## src/rtl/lstm_axi_vec_loader.sv

```systemverilog
// AXI4 read master that fetches a word vector in INCR bursts
// and streams it through a small FIFO to the LSTM datapath.
module lstm_axi_vec_loader #(
  parameter int ADDR_W     = 12,
  parameter int DATA_W     = 32,
  parameter int MAX_BURST  = 16,
  parameter int FIFO_DEPTH = 4
) (
  input  logic              sys_clock,
  input  logic              reset_rtl,
  input  logic              start,
  input  logic [ADDR_W-1:0] base_addr,
  input  logic [8:0]        num_words,
  output logic              busy,
  output logic              done,
  output logic              err,
  output logic [ADDR_W-1:0] M_AXI_araddr,
  output logic [7:0]        M_AXI_arlen,
  output logic [2:0]        M_AXI_arsize,
  output logic [1:0]        M_AXI_arburst,
  output logic              M_AXI_arvalid,
  input  logic              M_AXI_arready,
  input  logic [DATA_W-1:0] M_AXI_rdata,
  input  logic [1:0]        M_AXI_rresp,
  input  logic              M_AXI_rlast,
  input  logic              M_AXI_rvalid,
  output logic              M_AXI_rready,
  output logic [DATA_W-1:0] vec_data,
  output logic              vec_valid,
  input  logic              vec_ready,
  output logic              vec_last
);

  localparam logic [2:0] S_IDLE  = 3'd0;
  localparam logic [2:0] S_CHECK = 3'd1;
  localparam logic [2:0] S_ADDR  = 3'd2;
  localparam logic [2:0] S_DATA  = 3'd3;
  localparam logic [2:0] S_DRAIN = 3'd4;
  localparam logic [2:0] S_DONE  = 3'd5;

  localparam int PW = $clog2(FIFO_DEPTH);
  localparam logic [PW:0] FULL_CNT = (PW+1)'(FIFO_DEPTH);
  localparam logic [8:0] MAXB = 9'(MAX_BURST);
  localparam logic [ADDR_W+1:0] ADDR_LIM =
    {2'b01, {ADDR_W{1'b0}}};

  logic [2:0]        state_q, state_d;
  logic [ADDR_W-1:0] addr_q, addr_d;
  logic [8:0]        rem_q, rem_d;
  logic [8:0]        beats_q, beats_d;
  logic [7:0]        arlen_q, arlen_d;
  logic              err_q, err_d;
  logic [8:0]        pop_left_q, pop_left_d;

  logic [DATA_W-1:0] mem_q [FIFO_DEPTH];
  logic [PW-1:0]     wr_ptr_q, wr_ptr_d;
  logic [PW-1:0]     rd_ptr_q, rd_ptr_d;
  logic [PW:0]       cnt_q, cnt_d;

  logic fifo_full, fifo_empty, push, pop;
  logic bad_req, last_beat;
  logic [ADDR_W+1:0] end_addr;

  function automatic logic [7:0] len_of(input logic [8:0] r);
    logic [8:0] n;
    n = (r > MAXB) ? MAXB : r;
    return 8'(n - 9'd1);
  endfunction

  assign fifo_full  = (cnt_q == FULL_CNT);
  assign fifo_empty = (cnt_q == '0);
  assign push = M_AXI_rvalid && M_AXI_rready;
  assign pop  = vec_valid && vec_ready;

  assign end_addr = {2'b00, addr_q}
                  + (ADDR_W+2)'({rem_q, 2'b00});
  assign bad_req = (addr_q[1:0] != 2'b00)
                || (rem_q == 9'd0)
                || (end_addr > ADDR_LIM);
  assign last_beat = (beats_q == 9'd1);

  assign busy = (state_q == S_CHECK) || (state_q == S_ADDR)
             || (state_q == S_DATA) || (state_q == S_DRAIN);
  assign done = (state_q == S_DONE);
  assign err  = err_q;

  assign M_AXI_araddr  = addr_q;
  assign M_AXI_arlen   = arlen_q;
  assign M_AXI_arsize  = 3'b010;
  assign M_AXI_arburst = 2'b01;
  assign M_AXI_arvalid = (state_q == S_ADDR);
  assign M_AXI_rready  = (state_q == S_DATA) && !fifo_full;

  assign vec_valid = !fifo_empty;
  assign vec_data  = mem_q[rd_ptr_q];
  assign vec_last  = vec_valid && (pop_left_q == 9'd1);

  // Transfer sequencing: request check, bursts, drain, done
  always_comb begin
    state_d    = state_q;
    addr_d     = addr_q;
    rem_d      = rem_q;
    beats_d    = beats_q;
    arlen_d    = arlen_q;
    err_d      = err_q;
    pop_left_d = pop_left_q;
    if (pop) pop_left_d = pop_left_q - 9'd1;
    unique case (state_q)
      S_IDLE: begin
        if (start) begin
          addr_d     = base_addr;
          rem_d      = num_words;
          pop_left_d = num_words;
          err_d      = 1'b0;
          state_d    = S_CHECK;
        end
      end
      S_CHECK: begin
        if (bad_req) begin
          err_d   = 1'b1;
          state_d = S_DONE;
        end else begin
          arlen_d = len_of(rem_q);
          state_d = S_ADDR;
        end
      end
      S_ADDR: begin
        if (M_AXI_arready) begin
          beats_d = {1'b0, arlen_q} + 9'd1;
          state_d = S_DATA;
        end
      end
      S_DATA: begin
        if (push) begin
          rem_d   = rem_q - 9'd1;
          beats_d = beats_q - 9'd1;
          addr_d  = addr_q + ADDR_W'(4);
          if (M_AXI_rresp != 2'b00) err_d = 1'b1;
          if (M_AXI_rlast != last_beat) err_d = 1'b1;
          if (last_beat) begin
            if (rem_q != 9'd1) begin
              arlen_d = len_of(rem_q - 9'd1);
              state_d = S_ADDR;
            end else begin
              state_d = S_DRAIN;
            end
          end
        end
      end
      S_DRAIN: begin
        if (fifo_empty) state_d = S_DONE;
      end
      S_DONE: state_d = S_IDLE;
      default: state_d = S_IDLE;
    endcase
  end

  // FIFO pointer and occupancy update
  always_comb begin
    wr_ptr_d = wr_ptr_q;
    rd_ptr_d = rd_ptr_q;
    cnt_d    = cnt_q;
    if (push) wr_ptr_d = wr_ptr_q + PW'(1);
    if (pop)  rd_ptr_d = rd_ptr_q + PW'(1);
    if (push && !pop) cnt_d = cnt_q + (PW+1)'(1);
    if (!push && pop) cnt_d = cnt_q - (PW+1)'(1);
  end

  // Control state registers
  always_ff @(posedge sys_clock or negedge reset_rtl) begin
    if (!reset_rtl) begin
      state_q    <= S_IDLE;
      addr_q     <= '0;
      rem_q      <= '0;
      beats_q    <= '0;
      arlen_q    <= '0;
      err_q      <= 1'b0;
      pop_left_q <= '0;
      wr_ptr_q   <= '0;
      rd_ptr_q   <= '0;
      cnt_q      <= '0;
    end else begin
      state_q    <= state_d;
      addr_q     <= addr_d;
      rem_q      <= rem_d;
      beats_q    <= beats_d;
      arlen_q    <= arlen_d;
      err_q      <= err_d;
      pop_left_q <= pop_left_d;
      wr_ptr_q   <= wr_ptr_d;
      rd_ptr_q   <= rd_ptr_d;
      cnt_q      <= cnt_d;
    end
  end

  // FIFO storage, written on each accepted read beat
  always_ff @(posedge sys_clock) begin
    if (push) mem_q[wr_ptr_q] <= M_AXI_rdata;
  end

endmodule

```

## config.mk

```make
export PLATFORM = sky130hd
export DESIGN_NAME = lstm_axi_vec_loader
export DESIGN_NICKNAME = d
export VERILOG_FILES = /design/src/rtl/lstm_axi_vec_loader.sv
export SDC_FILE = /design/constraint.sdc
export NUM_CORES = 1
export LEC_CHECK = 0
export CAP_MARGIN = 20
export CORE_ASPECT_RATIO = 0.7
export CORE_UTILIZATION = 45
export CTS_CLUSTER_DIAMETER = 40
export DETAILED_ROUTE_END_ITERATION = 8
export HOLD_SLACK_MARGIN = 0.12
export PLACE_DENSITY = 0.68
export SLEW_MARGIN = 0
export SYNTH_ARGS = -nofsm -noshare
export SYNTH_HDL_FRONTEND = slang
export SYNTH_SLANG_ARGS = --single-unit
export TNS_END_PERCENT = 100
```

## constraint.sdc

```tcl
create_clock -name sys_clock -period 7.46 [get_ports sys_clock]
set_input_delay 1.119 -clock sys_clock [delete_from_list [all_inputs] [get_ports sys_clock]]
set_output_delay 1.119 -clock sys_clock [all_outputs]
set_load 0.05 [all_outputs]
```

==> summary.md, run 1 <==
| Metric | Value |
|---|---|
| Residual DRC | 0 |
| Clock tree from TritonCTS | done |
| Total negative slack | 0 ps |
| Max-capacitance violation count | 0 |
| Remaining global-route overflow | 0 |
| Most used DFF post-synth | sky130_fd_sc_hd__edfxtp_1 |
| Portion of total power attributed to combinational logic | slightly below 50% |
| Worst Max-Slew Pin Slew | 913 ps |
| Share of total power in the clock network | a little under 20% |
| Num CTS Buffers | 17 |
| Yosys Warn Count | 0 |
| Worst relative slew slack | roughly two fifths |
| Largest net degree at the start of global routing | 59 |
| Setup slack, reg-to-reg | 3950 ps |
| Number of top-level design ports | 126 |
| Starting utilization of the core area | a little under half |
| CTS clk-pin slew, worst paths | 80 ps |
| Worst R2R End | M_AXI_arlen[4] |
| Hold Crit Class | flip-flop to flip-flop |
| Ratio of final minimum period to clock period | 54.3% |
| Cell Area, Placed | about 10000 um^2 |
| Crit path arrival time | roughly 3000 ps |
| Switching fraction of total power | 44.2% |
| Setup repair after global routing missed its margin | no |
| Routed via count | about 6000 |
| Register-to-Register Path Depth | 12 |
| Clk buf depth | 2 |
| Maximum ir drop on the vdd rail | ~0.00024 V |
| Hold Crit Depth | 1 |
| Leak Pwr | roughly 0.004 uW |
| Setup bufs post-CTS | 0 |
| Instance count of the mapped netlist | 671 |
| Fin worst setup slack | 3410 ps |
| Hold path endpoint | rd_ptr_q[0] |
| NetSw | around 2100 uW |
| Number of synthesized flops with an enable pin | about 130 |
| Die area | 20300 um^2 |
| Synth-to-layout area growth | 23.5% |
| Via count of the first global-routing pass | roughly 5800 |
| Number of core rows | 42 |
| Dominant cell by count in the synthesized netlist | sky130_fd_sc_hd__edfxtp_1 |
| Deepest level of the CTS H-tree | 4 |
| Kind of end point of the critical path | output port |
| Avg Cell Area, Syn | ~13 um^2 |
| WL met1 | around 9 mm |
| Remaining antenna violation count after routing | 0 |
| Distinct cells, synth | 73 |
| Clock sink count | ~190 |
| Kind of start point of the critical path | flip-flop |
| Share of layout cells above drive strength 1 | roughly 13% |
| Maximum fanout along the worst path | 51 |
| Endpoint required time on the critical path | between 6000 and 7000 ps |
| Met2 Wirelength | ~9.4 mm |
| Ranking of synthesized cells by area | sky130_fd_sc_hd__edfxtp_1 43%, sky130_fd_sc_hd__dfrtp_1 16%, sky130_fd_sc_hd__mux4_2 8.1% |
| FF+latch count, synth | roughly 190 |
| Max Transition Viols Final | 0 |
| Cell area after technology mapping | between 8000 and 9000 um^2 |
| Worst hold path startpoint | rd_ptr_q[0] |
| Clk_skew | around 15 ps |
| Cell-internal power | roughly 2700 uW |
| Initial DRC Count | between 400 and 500 |
| Top Metal Used | met4 |
| Std-Cell Core Area | approximately 19000 um^2 |
| Ranking of synthesized cells by instance count | 128 x sky130_fd_sc_hd__edfxtp_1, 58 x sky130_fd_sc_hd__dfrtp_1, 55 x sky130_fd_sc_hd__nand2_1, 50 x sky130_fd_sc_hd__o21ai_0, 47 x sky130_fd_sc_hd__nor2_1 |
| Worst flop-to-flop path startpoint | rem_q[1] |
| Number of antenna violations at the first check in global routing | 0 |
| Power Density | 434 nW/um^2 |
| Final HPWL DP | approximately 13 mm |
| First-pass GRT wire length | roughly 32 mm |
| Diode insertion count for antenna repair | 0 |
| Number of buffers added to fix hold violations after cts | 0 |
| Setup-violating endpoint count in the final report | 0 |
| CTS Root Cell | sky130_fd_sc_hd__clkbuf_16 |
| Weighted congestion reported at the end of routability-driven placement | around 0.92 |
| Global-route usage over all layers | ~21% |
| Post-synth ARST share | 31.2% |
| Share of Yosys cell area claimed by the top area cell type | 43.3% |
| Outcome | completed |
| F_max | ~250 MHz |
| Fraction of the yosys area taken by sequential cells | slightly below 60% |
| Post-placement worst setup slack | 3880 ps |
| Final hold vios | 0 |
| Detail Route met3 WL | ~1 mm |
| Period minus WS final | about 4000 ps |
| Worst Path Class, Setup | flip-flop to output port |
| Post-CTS Resized | 0 |
| Synth area leader | sky130_fd_sc_hd__edfxtp_1 |
| Detailed-route wire length | slightly below 20 mm |
| Clock latency on the worst-skew pair | approximately 430 ps |
| Initial DRT Pass Iterations | 7 |
| Via density | approximately 5.6 |
| Die W | approximately 170 um |
| Relative contribution of sequential cells to total power | a little under a third |
| Final Cell Area | about 11000 um^2 |
| Y dimension of the die | 119 um |
| WL/cell | approximately 19 um |
| Final Net Count | 874 |
| PortBufs | 120 |
==> per-stage QoR <==
stage                     std cells  power [uW]  hold slack [ps]  utilization (%)
after floorplan                 674        3150              469                -
after global placement         1030        3730              470             54.0
after detailed placement       1031        3810              474             54.0
after CTS                      1063        4770              485             57.4
after global routing           1064        5020              497             57.4
final                          1064        4750              480             57.4
==> how the worst max path moves through the flow <==
stage / cells after the start / end / startpoint / slack [ps]
5_1_grt: 3 / M_AXI_rready / state_q[1] / 3220
4_1_cts: 3 / M_AXI_rready / state_q[1] / 3410
3_3_place_gp: 3 / M_AXI_rready / state_q[1] / 3970
2_1_floorplan: 3 / vec_last / pop_left_q[5] / 3890
6_report: 3 / M_AXI_rready / state_q[1] / 3410
3_5_place_dp: 3 / M_AXI_rready / state_q[1] / 3880
==> sequential cells by signal, summed over array words and instances, names as in the netlist <==
name and count:
state_q 3, pop_left_q 9, rem_q 9, M_AXI_araddr 12, rd_ptr_q 2, wr_ptr_q 2
err 1, M_AXI_arlen 8, beats_q 9, mem_q 128, cnt_q 3
==> power by group through the flow <==
stage | Combinational (uW) | Clock, uW | Sequential [uW]
after floorplan | 1570 | 0 | 1580
after global placement | 2230 | 0 | 1510
after detailed placement | 2290 | 0 | 1520
after CTS | 2300 | 964 | 1500
after global routing | 2480 | 1000 | 1530
final | 2300 | 944 | 1510
==> logic make-up after synthesis <==
| group | share of synthesized area [%] |
|---|---|
| flip-flops | 59.7 |
| AND/OR/NAND/NOR | 10.1 |
| AO/OA/AOI/OAI | 10.6 |
| buffers and inverters | 2.99 |
| multiplexers | 9.85 |
| XOR/XNOR | 2.96 |
| adder cells (fa/ha/maj) | 3.70 |
| other | 0.0847 |
==> per-layer routing <==
| layer | up-vias | GRT usage (%) |
|---|---|---|
| met1 | 2970 | 29.6 |
| met3 | 28 | 3.95 |
| met4 | 0 | 6.42 |
| met5 | - | 0 |
| li1 | 2768 | - |
| met2 | 205 | 32.0 |
==> layout by cell type, fill, tap and decap left out, types with 3 or more instances in the layout <==
cell type | netlist | final
sky130_fd_sc_hd__nor3_1 | 13 | 13
sky130_fd_sc_hd__xnor2_1 | 18 | 18
sky130_fd_sc_hd__mux4_2 | 32 | 32
sky130_fd_sc_hd__nand3_1 | 13 | 13
sky130_fd_sc_hd__xor2_1 | 12 | 12
sky130_fd_sc_hd__nor4_1 | 8 | 8
sky130_fd_sc_hd__clkdlybuf4s50_1 | 0 | 119
sky130_fd_sc_hd__o21ai_0 | 50 | 50
sky130_fd_sc_hd__inv_1 | 27 | 27
sky130_fd_sc_hd__nand2_1 | 55 | 55
sky130_fd_sc_hd__a22oi_1 | 5 | 5
sky130_fd_sc_hd__mux2_4 | 4 | 4
sky130_fd_sc_hd__a31oi_1 | 8 | 8
sky130_fd_sc_hd__and3_2 | 1 | 5
sky130_fd_sc_hd__clkinv_8 | 0 | 5
sky130_fd_sc_hd__mux2i_1 | 7 | 7
sky130_fd_sc_hd__o22ai_1 | 6 | 6
sky130_fd_sc_hd__clkbuf_16 | 0 | 17
sky130_fd_sc_hd__conb_1 | 2 | 5
sky130_fd_sc_hd__a21oi_1 | 36 | 36
sky130_fd_sc_hd__nor2_1 | 47 | 47
sky130_fd_sc_hd__a21o_1 | 4 | 4
sky130_fd_sc_hd__nand2b_1 | 5 | 5
sky130_fd_sc_hd__dfrtp_1 | 58 | 57
sky130_fd_sc_hd__and3_1 | 12 | 8
sky130_fd_sc_hd__ha_1 | 23 | 23
sky130_fd_sc_hd__edfxtp_1 | 128 | 128
sky130_fd_sc_hd__inv_8 | 0 | 3
sky130_fd_sc_hd__o22a_1 | 3 | 3
sky130_fd_sc_hd__buf_4 | 8 | 7
==> cell type report <==
class	instances	area (um^2)
well taps	264	330
fillers	1521	8120
clock inverters	15	213
multi-input cells	426	3330
clock buffers	17	425
flip-flops and latches	186	5300
inverters	28	105
repair buffers	128	1260
==> critical path, cell delays in order (launching register included) <==
cell	delay, ps
sky130_fd_sc_hd__dfrtp_1	670
sky130_fd_sc_hd__nand3b_4	560
sky130_fd_sc_hd__a31oi_4	400
sky130_fd_sc_hd__clkdlybuf4s50_1	860
No activity file was read; power rests on OpenSTA's default activity.
==> inputs of run 2 (changes only) <==
--- a/config.mk
+++ b/config.mk
@@ -11,7 +11,7 @@
 export CTS_CLUSTER_DIAMETER = 40
 export DETAILED_ROUTE_END_ITERATION = 8
 export HOLD_SLACK_MARGIN = 0.12
-export PLACE_DENSITY = 0.68
+export PLACE_DENSITY = 0.7
 export SLEW_MARGIN = 0
 export SYNTH_ARGS = -nofsm -noshare
 export SYNTH_HDL_FRONTEND = slang
==> constraint.sdc (replaced) <==
create_clock -name sys_clock -period 3.6 [get_ports sys_clock]
set_input_delay 0.54 -clock sys_clock [delete_from_list [all_inputs] [get_ports sys_clock]]
set_output_delay 0.54 -clock sys_clock [all_outputs]
set_load 0.05 [all_outputs]
==> summary.md, run 2 (same netlist as run 1, synthesis figures left out) <==
| Metric | Value |
|---|---|
| Max-capacitance violation count | 0 |
| Final HPWL DP | ~14 mm |
| Clk_skew | around 13 ps |
| PortBufs | 120 |
| Weighted congestion reported at the end of routability-driven placement | between 0.8 and 0.9 |
| Residual DRC | 0 |
| CTS Root Cell | sky130_fd_sc_hd__clkbuf_16 |
| Detailed-route wire length | just over 20 mm |
| Number of antenna violations at the first check in global routing | 0 |
| Met3 layer usage reported by global route | under 10% |
| Synth-to-layout area growth | 23.8% |
| Leak Pwr | ~0.004 uW |
| Share of layout cells above drive strength 1 | 13.0% |
| Via density | ~5.5 |
| Via count of the first global-routing pass | roughly 5800 |
| Crit path arrival time | between 3000 and 4000 ps |
| Endpoint required time on the critical path | roughly 4000 ps |
| Clock sink count | 186 |
| Deepest level of the CTS H-tree | 4 |
| Maximum fanout along the worst path | 11 |
| WL/cell | approximately 19 um |
| Global-route usage over all layers | a little over a fifth |
| Max Transition Viols Final | 0 |
| Commonest non-fill, non-tap cell in the layout | sky130_fd_sc_hd__edfxtp_1 |
| Worst flop-to-flop path startpoint | rem_q[1] |
| Starting utilization of the core area | 46.5% |
| Kind of start point of the critical path | flip-flop |
| Worst Path Class, Setup | flip-flop to flip-flop |
| Initial DRC Count | roughly 470 |
| First-pass GRT wire length | ~32 mm |
| Worst setup path startpoint | rem_q[1] |
| Setup repair after global routing missed its margin | no |
| CTS clk-pin slew, worst paths | around 80 ps |
| Worst relative slew slack | 40.5% |
| Die area | slightly above 20000 um^2 |
| Setup slack, reg-to-reg | 300 ps |
| Largest register FFs | between 100 and 150 |
| Kind of end point of the critical path | flip-flop |
| Routing usage on met1 | between 30 and 40% |
| Hold Crit Class | flip-flop to flip-flop |
| Clock tree from TritonCTS | done |
| Worst R2R End | M_AXI_arlen[4] |
| Num CTS Buffers | 17 |
| Clock latency on the worst-skew pair | 430 ps |
| F_max | 303 MHz |
| Ratio of final minimum period to clock period | approximately nine tenths |
| Number of top-level design ports | between 100 and 150 |
| Routed via count | between 5000 and 6000 |
| Fin worst setup slack | between 200 and 300 ps |
| Power Density | roughly 900 nW/um^2 |
| Diode insertion count for antenna repair | 0 |
| Remaining antenna violation count after routing | 0 |
| Register-to-Register Path Depth | 12 |
| Largest net degree at the start of global routing | 50 |
| Worst hold path startpoint | cnt_q[0] |
| Worst Max-Slew Pin Slew | approximately 900 ps |
| Y dimension of the die | 119 um |
| Number of core rows | 42 |
| Outcome | completed |
| Post-placement worst setup slack | about 340 ps |
| Initial DRT Pass Iterations | 5 |
| Clk buf depth | 2 |
| Die W | about 170 um |
| Remaining global-route overflow | 0 |
| Commonest cells after routing, fill and taps aside | 128 x sky130_fd_sc_hd__edfxtp_1, 119 x sky130_fd_sc_hd__clkdlybuf4s50_1, 57 x sky130_fd_sc_hd__dfrtp_1 |
| Std-Cell Core Area | about 19000 um^2 |
| Setup crit end | M_AXI_arlen[4] |
| Met2 demand-to-capacity share in global routing | approximately 33% |
| Maximum ir drop on the vdd rail | 0.000535 V |
| Most flops, register | mem_q |
| Setup-violating endpoint count in the final report | 0 |
| Final Net Count | 877 |
| Final hold vios | 0 |
| Period minus WS final | ~3300 ps |
| Layer with the highest usage after global routing | met2 |
| Total negative slack | 0 ps |
## run 2: how the worst min path moves through the flow
| stage | to | slack, ps | cells past startpoint |
|---|---|---|---|
| 2_1_floorplan | M_AXI_araddr[0] | 240 | 0 |
| 3_3_place_gp | cnt_q[0] | 480 | 1 |
| 3_5_place_dp | cnt_q[0] | 510 | 1 |
| 4_1_cts | cnt_q[0] | 520 | 1 |
| 5_1_grt | cnt_q[0] | 540 | 1 |
| 6_report | cnt_q[0] | 520 | 1 |
## run 2: metal layers
metal  up-vias  part of all wire (%)
met5         -                     0
met4         0                   1.1
met3        16                   4.5
met2       179                    48
met1      2945                    47
li1       2770                     -
## run 2: what timing repair did
item / CTS / global route
setup buffers: 0 / 0
gates resized for setup: 0 / 0
endpoints found under the hold margin: 19 / 0
hold buffers: 1 / 0
## run 2: through the flow
stage                     power [uW]  util (%)  hold slack [ps]  std cells  instance area [um^2]
after floorplan                 6520         -              244        674                  8880
after global placement          7870      54.3              482       1034                 10400
after detailed placement        7970      54.3              515       1034                 10400
after CTS                       9880      57.6              525       1067                 11000
after global routing           10400      57.6              538       1067                 11000
final                           9840      57.6              518       1067                 11000
## run 2: layout make-up
cell class,count,area [um^2]
clock buffers,17,425
clock inverters,15,190
fillers,1530,8100
inverters,28,105
multi-input cells,426,3330
flip-flops and latches,186,5300
well taps,264,330
repair buffers,131,1310
## run 2: worst max-delay path, stage by stage, from the launching register on
cell and delay [ps]:
sky130_fd_sc_hd__dfrtp_1 440, sky130_fd_sc_hd__inv_1 170, sky130_fd_sc_hd__ha_1 420, sky130_fd_sc_hd__or3b_2 550
sky130_fd_sc_hd__nor2_1 220, sky130_fd_sc_hd__or3_4 190, sky130_fd_sc_hd__nor4_4 60, sky130_fd_sc_hd__mux2i_1 260
sky130_fd_sc_hd__ha_1 230, sky130_fd_sc_hd__nand2_1 60, sky130_fd_sc_hd__a31oi_1 240, sky130_fd_sc_hd__xnor2_1 100
sky130_fd_sc_hd__mux2_4 260
## run 2: power breakdown
group	internal, uW	switching (uW)	total (uW)
Clock	955	946	1900
Combinational	1880	2880	4760
Sequential	2630	546	3180
